## config.mk

```make
export PLATFORM = sky130hd
export DESIGN_NAME = mem_port_arbiter_flat
export DESIGN_NICKNAME = d
export VERILOG_FILES = /design/src/rtl/mem_port_arbiter_if.sv /design/src/rtl/mem_port_arbiter.sv /design/src/flat_wrapper.sv
export SDC_FILE = /design/constraint.sdc
export NUM_CORES = 1
export LEC_CHECK = 0
export CAP_MARGIN = 15
export CORE_ASPECT_RATIO = 0.5
export CORE_MARGIN = 5
export CORE_UTILIZATION = 41
export CTS_CLUSTER_DIAMETER = 40
export DETAILED_ROUTE_END_ITERATION = 12
export PLACE_DENSITY = 0.8
export SYNTH_ARGS = -nofsm -noshare
export SYNTH_HDL_FRONTEND = slang
export SYNTH_SLANG_ARGS = --single-unit
```

## constraint.sdc

```tcl
create_clock -name clk -period 1.95 [get_ports clk]
set_input_delay 0.195 -clock clk [delete_from_list [all_inputs] [get_ports clk]]
set_output_delay 0.195 -clock clk [all_outputs]
set_load 0.01 [all_outputs]
```

## src/rtl/mem_port_arbiter_if.sv

```systemverilog
// Request/response bundle between the pipeline, the arbiter and the memory.
// The arbiter takes the slave side; the pipeline and memory drive the master side.
interface mem_port_arbiter_if #(
  parameter int ADDR_W = 16,
  parameter int DATA_W = 16
);
  logic              fetch_req;
  logic [ADDR_W-1:0] fetch_addr;
  logic              fetch_cancel;
  logic              fetch_done;
  logic [DATA_W-1:0] fetch_rdata;

  logic              data_req;
  logic              data_we;
  logic [ADDR_W-1:0] data_addr;
  logic [DATA_W-1:0] data_wdata;
  logic              data_done;
  logic [DATA_W-1:0] data_rdata;

  logic              stall_if;
  logic              stall_mem;

  logic              mem_en;
  logic              mem_we;
  logic [ADDR_W-1:0] mem_addr;
  logic [DATA_W-1:0] mem_wdata;
  logic [DATA_W-1:0] mem_rdata;

  modport master (
    output fetch_req, fetch_addr, fetch_cancel,
    output data_req, data_we, data_addr, data_wdata,
    output mem_rdata,
    input  fetch_done, fetch_rdata,
    input  data_done, data_rdata,
    input  stall_if, stall_mem,
    input  mem_en, mem_we, mem_addr, mem_wdata
  );

  modport slave (
    input  fetch_req, fetch_addr, fetch_cancel,
    input  data_req, data_we, data_addr, data_wdata,
    input  mem_rdata,
    output fetch_done, fetch_rdata,
    output data_done, data_rdata,
    output stall_if, stall_mem,
    output mem_en, mem_we, mem_addr, mem_wdata
  );
endinterface

```

## src/rtl/mem_port_arbiter.sv

```systemverilog
// Shares one fixed-latency memory port between instruction fetch and MEM stage.
// Data has priority; a streak counter lets a waiting fetch through eventually.
module mem_port_arbiter #(
  parameter int ADDR_W     = 16,
  parameter int DATA_W     = 16,
  parameter int LATENCY    = 2,
  parameter int MAX_STREAK = 4
) (
  input logic clk,
  input logic reset,
  mem_port_arbiter_if.slave bus
);

  typedef enum logic [1:0] {
    S_IDLE,
    S_ISSUE,
    S_WAIT
  } state_t;

  localparam int SW = $clog2(MAX_STREAK + 1);
  localparam int CW = (LATENCY > 1) ? $clog2(LATENCY) : 1;
  localparam logic [SW-1:0] STREAK_MAX = SW'(MAX_STREAK);
  localparam logic [CW-1:0] CNT_INIT   = CW'(LATENCY - 1);

  state_t            state_q, state_d;
  logic [SW-1:0]     streak_q, streak_d;
  logic [CW-1:0]     cnt_q, cnt_d;
  logic              own_fetch_q, own_fetch_d;
  logic              cancel_q, cancel_d;
  logic              mem_en_q, mem_en_d;
  logic              mem_we_q, mem_we_d;
  logic [ADDR_W-1:0] mem_addr_q, mem_addr_d;
  logic [DATA_W-1:0] mem_wdata_q, mem_wdata_d;
  logic              fetch_done_q, fetch_done_d;
  logic              data_done_q, data_done_d;
  logic [DATA_W-1:0] fetch_rdata_q, fetch_rdata_d;
  logic [DATA_W-1:0] data_rdata_q, data_rdata_d;

  logic fetch_m;
  logic data_m;
  logic guard;
  logic grant_data;
  logic grant_fetch;
  logic kill;

  // A requester in its done cycle is masked so it is not granted twice.
  assign fetch_m     = bus.fetch_req & ~fetch_done_q;
  assign data_m      = bus.data_req & ~data_done_q;
  assign guard       = (streak_q == STREAK_MAX);
  assign grant_data  = data_m & ~(fetch_m & guard);
  assign grant_fetch = fetch_m & ~grant_data;
  assign kill        = cancel_q | (own_fetch_q & bus.fetch_cancel);

  // Next-state, arbitration and access sequencing.
  always_comb begin
    state_d       = state_q;
    streak_d      = streak_q;
    cnt_d         = cnt_q;
    own_fetch_d   = own_fetch_q;
    cancel_d      = cancel_q;
    mem_en_d      = 1'b0;
    mem_we_d      = mem_we_q;
    mem_addr_d    = mem_addr_q;
    mem_wdata_d   = mem_wdata_q;
    fetch_done_d  = 1'b0;
    data_done_d   = 1'b0;
    fetch_rdata_d = fetch_rdata_q;
    data_rdata_d  = data_rdata_q;

    unique case (state_q)
      S_IDLE: begin
        cancel_d = 1'b0;
        if (grant_data) begin
          state_d     = S_ISSUE;
          own_fetch_d = 1'b0;
          mem_en_d    = 1'b1;
          mem_we_d    = bus.data_we;
          mem_addr_d  = bus.data_addr;
          mem_wdata_d = bus.data_wdata;
          if (bus.fetch_req && !guard) begin
            streak_d = streak_q + SW'(1);
          end
        end else if (grant_fetch) begin
          state_d     = S_ISSUE;
          own_fetch_d = 1'b1;
          mem_en_d    = 1'b1;
          mem_we_d    = 1'b0;
          mem_addr_d  = bus.fetch_addr;
          streak_d    = '0;
        end
      end

      S_ISSUE: begin
        state_d = S_WAIT;
        cnt_d   = CNT_INIT;
        if (own_fetch_q && bus.fetch_cancel) begin
          cancel_d = 1'b1;
        end
      end

      S_WAIT: begin
        if (cnt_q == '0) begin
          state_d  = S_IDLE;
          cancel_d = 1'b0;
          if (own_fetch_q) begin
            if (!kill) begin
              fetch_done_d  = 1'b1;
              fetch_rdata_d = bus.mem_rdata;
            end
          end else begin
            data_done_d = 1'b1;
            if (!mem_we_q) begin
              data_rdata_d = bus.mem_rdata;
            end
          end
        end else begin
          cnt_d = cnt_q - CW'(1);
          if (own_fetch_q && bus.fetch_cancel) begin
            cancel_d = 1'b1;
          end
        end
      end

      default: begin
        state_d = S_IDLE;
      end
    endcase
  end

  // State and registered outputs; reset abandons any in-flight access.
  always_ff @(posedge clk) begin
    if (reset) begin
      state_q       <= S_IDLE;
      streak_q      <= '0;
      cnt_q         <= '0;
      own_fetch_q   <= 1'b0;
      cancel_q      <= 1'b0;
      mem_en_q      <= 1'b0;
      mem_we_q      <= 1'b0;
      mem_addr_q    <= '0;
      mem_wdata_q   <= '0;
      fetch_done_q  <= 1'b0;
      data_done_q   <= 1'b0;
      fetch_rdata_q <= '0;
      data_rdata_q  <= '0;
    end else begin
      state_q       <= state_d;
      streak_q      <= streak_d;
      cnt_q         <= cnt_d;
      own_fetch_q   <= own_fetch_d;
      cancel_q      <= cancel_d;
      mem_en_q      <= mem_en_d;
      mem_we_q      <= mem_we_d;
      mem_addr_q    <= mem_addr_d;
      mem_wdata_q   <= mem_wdata_d;
      fetch_done_q  <= fetch_done_d;
      data_done_q   <= data_done_d;
      fetch_rdata_q <= fetch_rdata_d;
      data_rdata_q  <= data_rdata_d;
    end
  end

  assign bus.mem_en      = mem_en_q;
  assign bus.mem_we      = mem_we_q;
  assign bus.mem_addr    = mem_addr_q;
  assign bus.mem_wdata   = mem_wdata_q;
  assign bus.fetch_done  = fetch_done_q;
  assign bus.fetch_rdata = fetch_rdata_q;
  assign bus.data_done   = data_done_q;
  assign bus.data_rdata  = data_rdata_q;
  assign bus.stall_if    = bus.fetch_req & ~fetch_done_q;
  assign bus.stall_mem   = bus.data_req & ~data_done_q;

endmodule

```

## src/flat_wrapper.sv

```systemverilog
// flat-port wrapper written by rule: the top's interface ports become plain ports
module mem_port_arbiter_flat 
#(
  parameter int ADDR_W     = 16,
  parameter int DATA_W     = 16,
  parameter int LATENCY    = 2,
  parameter int MAX_STREAK = 4
)
  (clk, reset, bus_fetch_req, bus_fetch_addr, bus_fetch_cancel, bus_data_req, bus_data_we, bus_data_addr, bus_data_wdata, bus_mem_rdata, bus_fetch_done, bus_fetch_rdata, bus_data_done, bus_data_rdata, bus_stall_if, bus_stall_mem, bus_mem_en, bus_mem_we, bus_mem_addr, bus_mem_wdata);
  mem_port_arbiter_if #(.ADDR_W(ADDR_W), .DATA_W(DATA_W)) bus_i ();
  input logic clk;
  input logic reset;
  input wire logic [$bits(bus_i.fetch_req)-1:0] bus_fetch_req;
  input wire logic [$bits(bus_i.fetch_addr)-1:0] bus_fetch_addr;
  input wire logic [$bits(bus_i.fetch_cancel)-1:0] bus_fetch_cancel;
  input wire logic [$bits(bus_i.data_req)-1:0] bus_data_req;
  input wire logic [$bits(bus_i.data_we)-1:0] bus_data_we;
  input wire logic [$bits(bus_i.data_addr)-1:0] bus_data_addr;
  input wire logic [$bits(bus_i.data_wdata)-1:0] bus_data_wdata;
  input wire logic [$bits(bus_i.mem_rdata)-1:0] bus_mem_rdata;
  output wire logic [$bits(bus_i.fetch_done)-1:0] bus_fetch_done;
  output wire logic [$bits(bus_i.fetch_rdata)-1:0] bus_fetch_rdata;
  output wire logic [$bits(bus_i.data_done)-1:0] bus_data_done;
  output wire logic [$bits(bus_i.data_rdata)-1:0] bus_data_rdata;
  output wire logic [$bits(bus_i.stall_if)-1:0] bus_stall_if;
  output wire logic [$bits(bus_i.stall_mem)-1:0] bus_stall_mem;
  output wire logic [$bits(bus_i.mem_en)-1:0] bus_mem_en;
  output wire logic [$bits(bus_i.mem_we)-1:0] bus_mem_we;
  output wire logic [$bits(bus_i.mem_addr)-1:0] bus_mem_addr;
  output wire logic [$bits(bus_i.mem_wdata)-1:0] bus_mem_wdata;
  assign bus_i.fetch_req = bus_fetch_req;
  assign bus_i.fetch_addr = bus_fetch_addr;
  assign bus_i.fetch_cancel = bus_fetch_cancel;
  assign bus_i.data_req = bus_data_req;
  assign bus_i.data_we = bus_data_we;
  assign bus_i.data_addr = bus_data_addr;
  assign bus_i.data_wdata = bus_data_wdata;
  assign bus_i.mem_rdata = bus_mem_rdata;
  assign bus_fetch_done = bus_i.fetch_done;
  assign bus_fetch_rdata = bus_i.fetch_rdata;
  assign bus_data_done = bus_i.data_done;
  assign bus_data_rdata = bus_i.data_rdata;
  assign bus_stall_if = bus_i.stall_if;
  assign bus_stall_mem = bus_i.stall_mem;
  assign bus_mem_en = bus_i.mem_en;
  assign bus_mem_we = bus_i.mem_we;
  assign bus_mem_addr = bus_i.mem_addr;
  assign bus_mem_wdata = bus_i.mem_wdata;
  mem_port_arbiter #(.ADDR_W(ADDR_W), .DATA_W(DATA_W), .LATENCY(LATENCY), .MAX_STREAK(MAX_STREAK)) u_core (.clk(clk), .reset(reset), .bus(bus_i));
endmodule
```

==> results.yml, run 1 <==
finish:
  fin_util_pct: 69.5
  finalNetCount: 567
  diodes: 0
  n_fill_cell: 544
  drive_gt1_share_pct: 6.46
  final_cell_area_um2: 4750
  area_growth_pct: 60.8
timing:
  period_share_pct: 91.6
  fin_crit_ns: 1.79
  setup_violations: 0
  maxSlewHeadroom_pct: 54.1
  report.final.slew_viol_count: 0
  rsz0062_at_grt: "false"
  clock.fmax_mhz: 560
  tns_ns: 0
  skew_ns: 0.00572
  worstMarginPinSlew_ns: 0.687
  hold_viol_final: 0
global_route:
  grt_pass1_vias: 2849
  overflow: 0
  grt_max_degree: 34
  grtUsageTotal_pct: 18.8
  antenna_found_initial: 0
  grt_first_pass_wirelength_um: 13700
synth:
  synth_top_area_cell: "dfxtp_1"
  synth_enable_flop_cells: 0
  async_reset_ff_share_pct: 0
  synth.distinct_cells: 36
  yosysTopAreaCellShare_pct: 51.5
  syn_area_um2: 2950
  yosysMostFrequentCell: "nand2_1"
  synth_commonest_cells: "nand2_1, dfxtp_1, a21oi_1"
  yosys_warnings: 0
  synth_area_leaders: "dfxtp_1, nand2_1, a21oi_1"
  netlist_instances: 352
  synth-main-ff-cell: "dfxtp_1"
  syn_nets: 429
  syn_avg_cell_area_um2: 8.39
  ys_ff_latch: 76
  ys_seq_area_share_pct: 51.5
setup_path:
  crit_fanout: 17
  critPathMaxStageDelay_ns: 0.62
  arrival_ns: 1.98
  path_class: "reg -> reg"
  cp_num_buf_inv: 1
  cp_slowest_cell: "or4b_4"
  cp-end-kind: "flop"
  crit_path_start_kind: "flop"
  path_cells: "inv_1 > ha_1 > nand2b_4 > or4b_4 > nand2_1 > a21oi_1"
  crit_required_ns: 2.14
  cp_top_family: "simple AND/OR/NAND/NOR gates"
clocking:
  hold_buffers: 0
  clock-root-buffer: "clkbuf_16"
  path_clk_slew_ns: 0.06
  clock_latency_ns: 0.32
  cts_buffers: 9
  htree_levels: 3
  postCtsSetupBuffers: 0
  cts.sinks: 76
  cts_tree: "built"
  clockBufferDepth: 2
power_and_ir_drop:
  sequentialPowerShare_pct: 39.5
  power_frac_comb_pct: 18.7
  swShare_pct: 23.8
  p_clk_share_pct: 41.7
  powerDensity_nw_per_um2: 933
  p_leak_nw: 1.82
  vdd_ir_drop_max_mv: 0.407
  internal_power_w: 0.00338
  switchingPower_w: 0.00105
detailed_routing:
  antenna_left: 0
  dr.pass1.iters: 4
  drc_errors: 0
  vias: 2844
  dr.first_iter.drc_count: 157
  drt-total-wl_um: 8590
  wl_per_cell_um: 14.6
  via_per_inst: 4.84
floorplanning:
  initial_core_util_pct: 43.2
  core_um2: 6830
  io_pins: 140
  fp.dieH_um: 70.0
  design.die.area_um2: 9110
  die_w_um: 130
  rows: 21
placement:
  numPortBuffers: 139
  place_area_um2: 4410
  dp_hpwl_um: 6310
  place_congestion: 0.779
worst_hold_path:
  hold_class: "in -> reg"
outcome:
  status: "complete, no violations"
flow_run:
  drv_cap: 0
metrics by stage:
step	setup WS [ns]	std cells	power [W]	hold WS, ns
floorplan	0.233	352	0.00216	0.331
global placement	-0.00217	571	0.00260	0.441
detailed placement	-0.100	571	0.00262	0.446
CTS	0.145	587	0.00448	0.310
global route	0.0167	587	0.00463	0.353
finish	0.164	587	0.00443	0.329
cell families (layout without fill, tap and decap cells):
logic type / count (synthesis) / count (layout) / synth area share, %
buf+inv: 45 / 188 / 6.61
flops: 76 / 76 / 51.5
mux: 2 / 2 / 0.678
compound gates: 79 / 79 / 17.2
fa+ha+maj: 7 / 7 / 2.96
simple gates: 143 / 143 / 21.1
worst min-delay path, stage by stage:
cell     delay, ns
buf_2         0.14
nor2_1        0.07
nand4_1       0.12
o32ai_1       0.08
cell usage in the layout, fill, tap and decap left out, drive strengths merged, types with 2 or more instances in the layout:
cell           Yosys  routed
nand2b             6       6
ha                 7       7
dfxtp             76      76
or3                2       2
mux2i              2       2
o21ai              2       2
clkbuf             9      11
nor3               3       3
nor2              24      24
a221o             16      16
bufinv             0       3
nand3              2       2
buf               11       9
inv               25      25
nand2             99      99
clkinv             0       2
a21oi             52      52
clkdlybuf4s50      0     138
and3               2       2
final cells by class:
cell class | instances | area [um^2] | area share (%)
well taps | 92 | 115 | 2.42
multi-input cells | 231 | 1240 | 26.1
inverters | 25 | 93.8 | 1.98
flip-flops and latches | 76 | 1520 | 32.0
repair buffers | 147 | 1450 | 30.4
clock buffers | 11 | 233 | 4.90
clock inverters | 5 | 100 | 2.11
routing by layer:
metal  routed length, um  up-vias  track usage [%]
li1                    -     1449                -
met1                3580     1295             22.4
met2                4250       86             31.3
met3                 600       14             6.40
met4                 167        0             7.14
met5                   0        -                0
power by group through the flow:
stage | Clock, W | Sequential (W) | Combinational, W
floorplan | 0 | 0.00183 | 0.000330
global placement | 0 | 0.00178 | 0.000816
detailed placement | 0 | 0.00179 | 0.000829
CTS | 0.00188 | 0.00175 | 0.000838
global route | 0.00196 | 0.00177 | 0.000907
finish | 0.00185 | 0.00175 | 0.000830
worst paths after layout:
check | from | endpoint | slack (ns) | depth (start not counted)
worst min register to register | u_core.bus.data_rdata[15] | u_core.bus.data_rdata[15] | 0.45 | 2
worst max register to register | u_core.state_q[0] | u_core.bus.fetch_rdata[7] | 0.16 | 6
worst max-delay path | u_core.state_q[0] | u_core.bus.fetch_rdata[7] | 0.16 | 6
worst min-delay path | reset | u_core.streak_q[2] | 0.33 | 4
state kept, by name, indices dropped and copies added (netlist names):
name and count:
u_core.bus.data_rdata 16, u_core.bus.fetch_rdata 16, u_core.bus.mem_addr 16, u_core.bus.mem_wdata 16, u_core.streak_q 3, u_core.state_q 2
u_core.bus.data_done 1, u_core.bus.fetch_done 1, u_core.bus.mem_en 1, u_core.bus.mem_we 1, u_core.cancel_q 1, u_core.cnt_q 1
u_core.own_fetch_q 1
repair_timing:
action,CTS,global route
pin swaps,0,0
setup endpoints to repair,16,1
resized for setup,1,1
(Power assumes the default switching activity.)
==> inputs of run 2 (changes only) <==
CORE_UTILIZATION = 44   (was 41)
HOLD_SLACK_MARGIN = 0.02   (was default)
PLACE_DENSITY = 0.85   (was 0.8)
TNS_END_PERCENT = 1   (was default)
clock period = 2.11 ns   (was 1.95 ns; I/O delays follow)
==> results.yml, run 2 (synthesized netlist as in run 1, its figures left out) <==
outcome:
  status: "complete, no violations"
setup_path:
  critPathMaxStageDelay_ns: 0.56
  worstReg2RegEnd: "u_core.bus.mem_addr[3]"
  startpoint: "u_core.state_q[0]"
  rrSetupSlack_ns: 0.25
  path_class: "reg -> reg"
  crit_fanout: 16
  r2r_start: "u_core.state_q[0]"
  arrival_ns: 2.13
  crit_required_ns: 2.38
  rr_worst_depth: 6
  worst_path_most_repeated_cell: "inv_1"
  path_cells: "inv_1 > ha_1 > inv_1 > nor2_1 > and3_1 > a221o_1"
  cp-end-kind: "flop"
  crit_end: "u_core.bus.mem_addr[3]"
  cp_slowest_cell: "and3_1"
  crit_path_start_kind: "flop"
timing:
  worstMarginPinSlew_ns: 0.662
  hold_viol_final: 0
  setup_violations: 0
  tns_ns: 0
  clock.fmax_mhz: 538
  skew_ns: 0.00420
  period_share_pct: 88.1
  fin_crit_ns: 1.86
  rsz0062_at_grt: "false"
  maxSlewHeadroom_pct: 55.9
  report.final.slew_viol_count: 0
power_and_ir_drop:
  swShare_pct: 25.0
  power.total_w: 0.00387
  vdd_ir_drop_max_mv: 0.451
  power_frac_comb_pct: 19.5
  powerDensity_nw_per_um2: 826
  p_leak_nw: 1.79
  p_clk_share_pct: 38.5
  internal_power_w: 0.00290
  sequentialPowerShare_pct: 42.0
  switchingPower_w: 0.000966
global_route:
  grtUsageTotal_pct: 20.7
  overflow: 0
  grt_first_pass_wirelength_um: 13700
  grt_max_degree: 45
  grt_pass1_vias: 2692
  antenna_found_initial: 0
finish:
  finalNetCount: 564
  fin_util_pct: 71.0
  area_growth_pct: 58.4
  mostFrequentLayoutCells: "clkdlybuf4s50_1, nand2_1, dfxtp_1"
  diodes: 0
  n_fill_cell: 504
  drive_gt1_share_pct: 5.30
  layout_commonest_cell: "clkdlybuf4s50_1"
detailed_routing:
  antenna_left: 0
  dr.pass1.iters: 4
  drc_errors: 0
  drt-total-wl_um: 8850
  wl_per_cell_um: 15.2
  vias: 2848
  dr.first_iter.drc_count: 227
  via_per_inst: 4.89
clocking:
  path_clk_slew_ns: 0.06
  cts_tree: "built"
  postCtsSetupBuffers: 0
  htree_levels: 3
  clockBufferDepth: 2
  cts.sinks: 76
  cts_buffers: 9
  clock_latency_ns: 0.33
  clock-root-buffer: "clkbuf_16"
worst_hold_path:
  hold_class: "in -> reg"
placement:
  dp_hpwl_um: 6320
  numPortBuffers: 139
  place_congestion: 0.815
flow_run:
  drv_cap: 0
floorplanning:
  io_pins: 140
  die_w_um: 126
  rows: 21
  fp.dieH_um: 67.9
  core_um2: 6600
  initial_core_util_pct: 44.8
  design.die.area_um2: 8550
## run 2: power groups by stage
stage / logic (W) / registers (W) / clock network (W)
floorplan: 0.000305 / 0.00169 / 0
global placement: 0.000737 / 0.00165 / 0
detailed placement: 0.000752 / 0.00165 / 0
CTS: 0.000759 / 0.00162 / 0.00152
global route: 0.000820 / 0.00164 / 0.00160
finish: 0.000756 / 0.00162 / 0.00149
## run 2: cell type report
cell class                 instances  area, um^2  share of cell area [%]
clock buffer                      13         250                    5.35
clock inverter                     2        35.0                   0.749
inverter                          25        93.8                    2.01
multi-input combinational        231        1240                    26.5
sequential                        76        1520                    32.5
tap                               92         115                    2.46
timing repair buffer             144        1420                    30.4
## run 2: what timing repair did
action,CTS,global route
gates resized for setup,0,1
endpoints found under the hold margin,0,0
endpoints found under the setup margin,0,16
hold buffers,0,0
## run 2: routing by layer
metal	share of wire [%]	up-vias	track usage, %
li1	-	1441	-
met1	40	1305	23.8
met2	52	89	37.9
met3	5.9	13	6.24
met4	1.4	0	6.82
met5	0	-	0
## run 2: how the worst min path moves through the flow
| stage | depth (start not counted) | slack, ns | end | startpoint |
|---|---|---|---|---|
| 2_1_floorplan | 2 | 0.35 | u_core.bus.data_rdata[0] | bus_mem_rdata[0] |
| 3_3_place_gp | 2 | 0.44 | u_core.bus.mem_wdata[5] | u_core.bus.mem_wdata[5] |
| 3_5_place_dp | 2 | 0.45 | u_core.bus.mem_wdata[10] | u_core.bus.mem_wdata[10] |
| 4_1_cts | 2 | 0.27 | u_core.bus.mem_en | reset |
| 5_1_grt | 2 | 0.30 | u_core.bus.mem_en | reset |
| 6_report | 2 | 0.30 | u_core.bus.mem_en | reset |
## run 2: per-stage QoR
step           std cells  area (um^2)  setup slack (ns)  hold WS [ns]
2_1_floorplan        352         2950             0.393         0.347
3_3_place_gp         568         4390            0.0336         0.440
3_5_place_dp         568         4390            0.0177         0.447
4_1_cts              583         4680           0.00454         0.274
5_1_grt              583         4680            0.0296         0.295
6_report             583         4680             0.251         0.297
## run 2: critical path: cells and delay by family, from the launching register on
family / cells / cell delay [ns]
buffers and inverters: 2 / 0.22
and+or+nand+nor: 2 / 0.71
AOI/OAI and AO/OA: 1 / 0.27
DFF: 1 / 0.33
adders and majority gates: 1 / 0.26
==> inputs of run 3 (changes only) <==
TNS_END_PERCENT = default   (was 1)
==> results of run 3 <==
The final DEF is identical to that of run 2; final timing and power are the same.
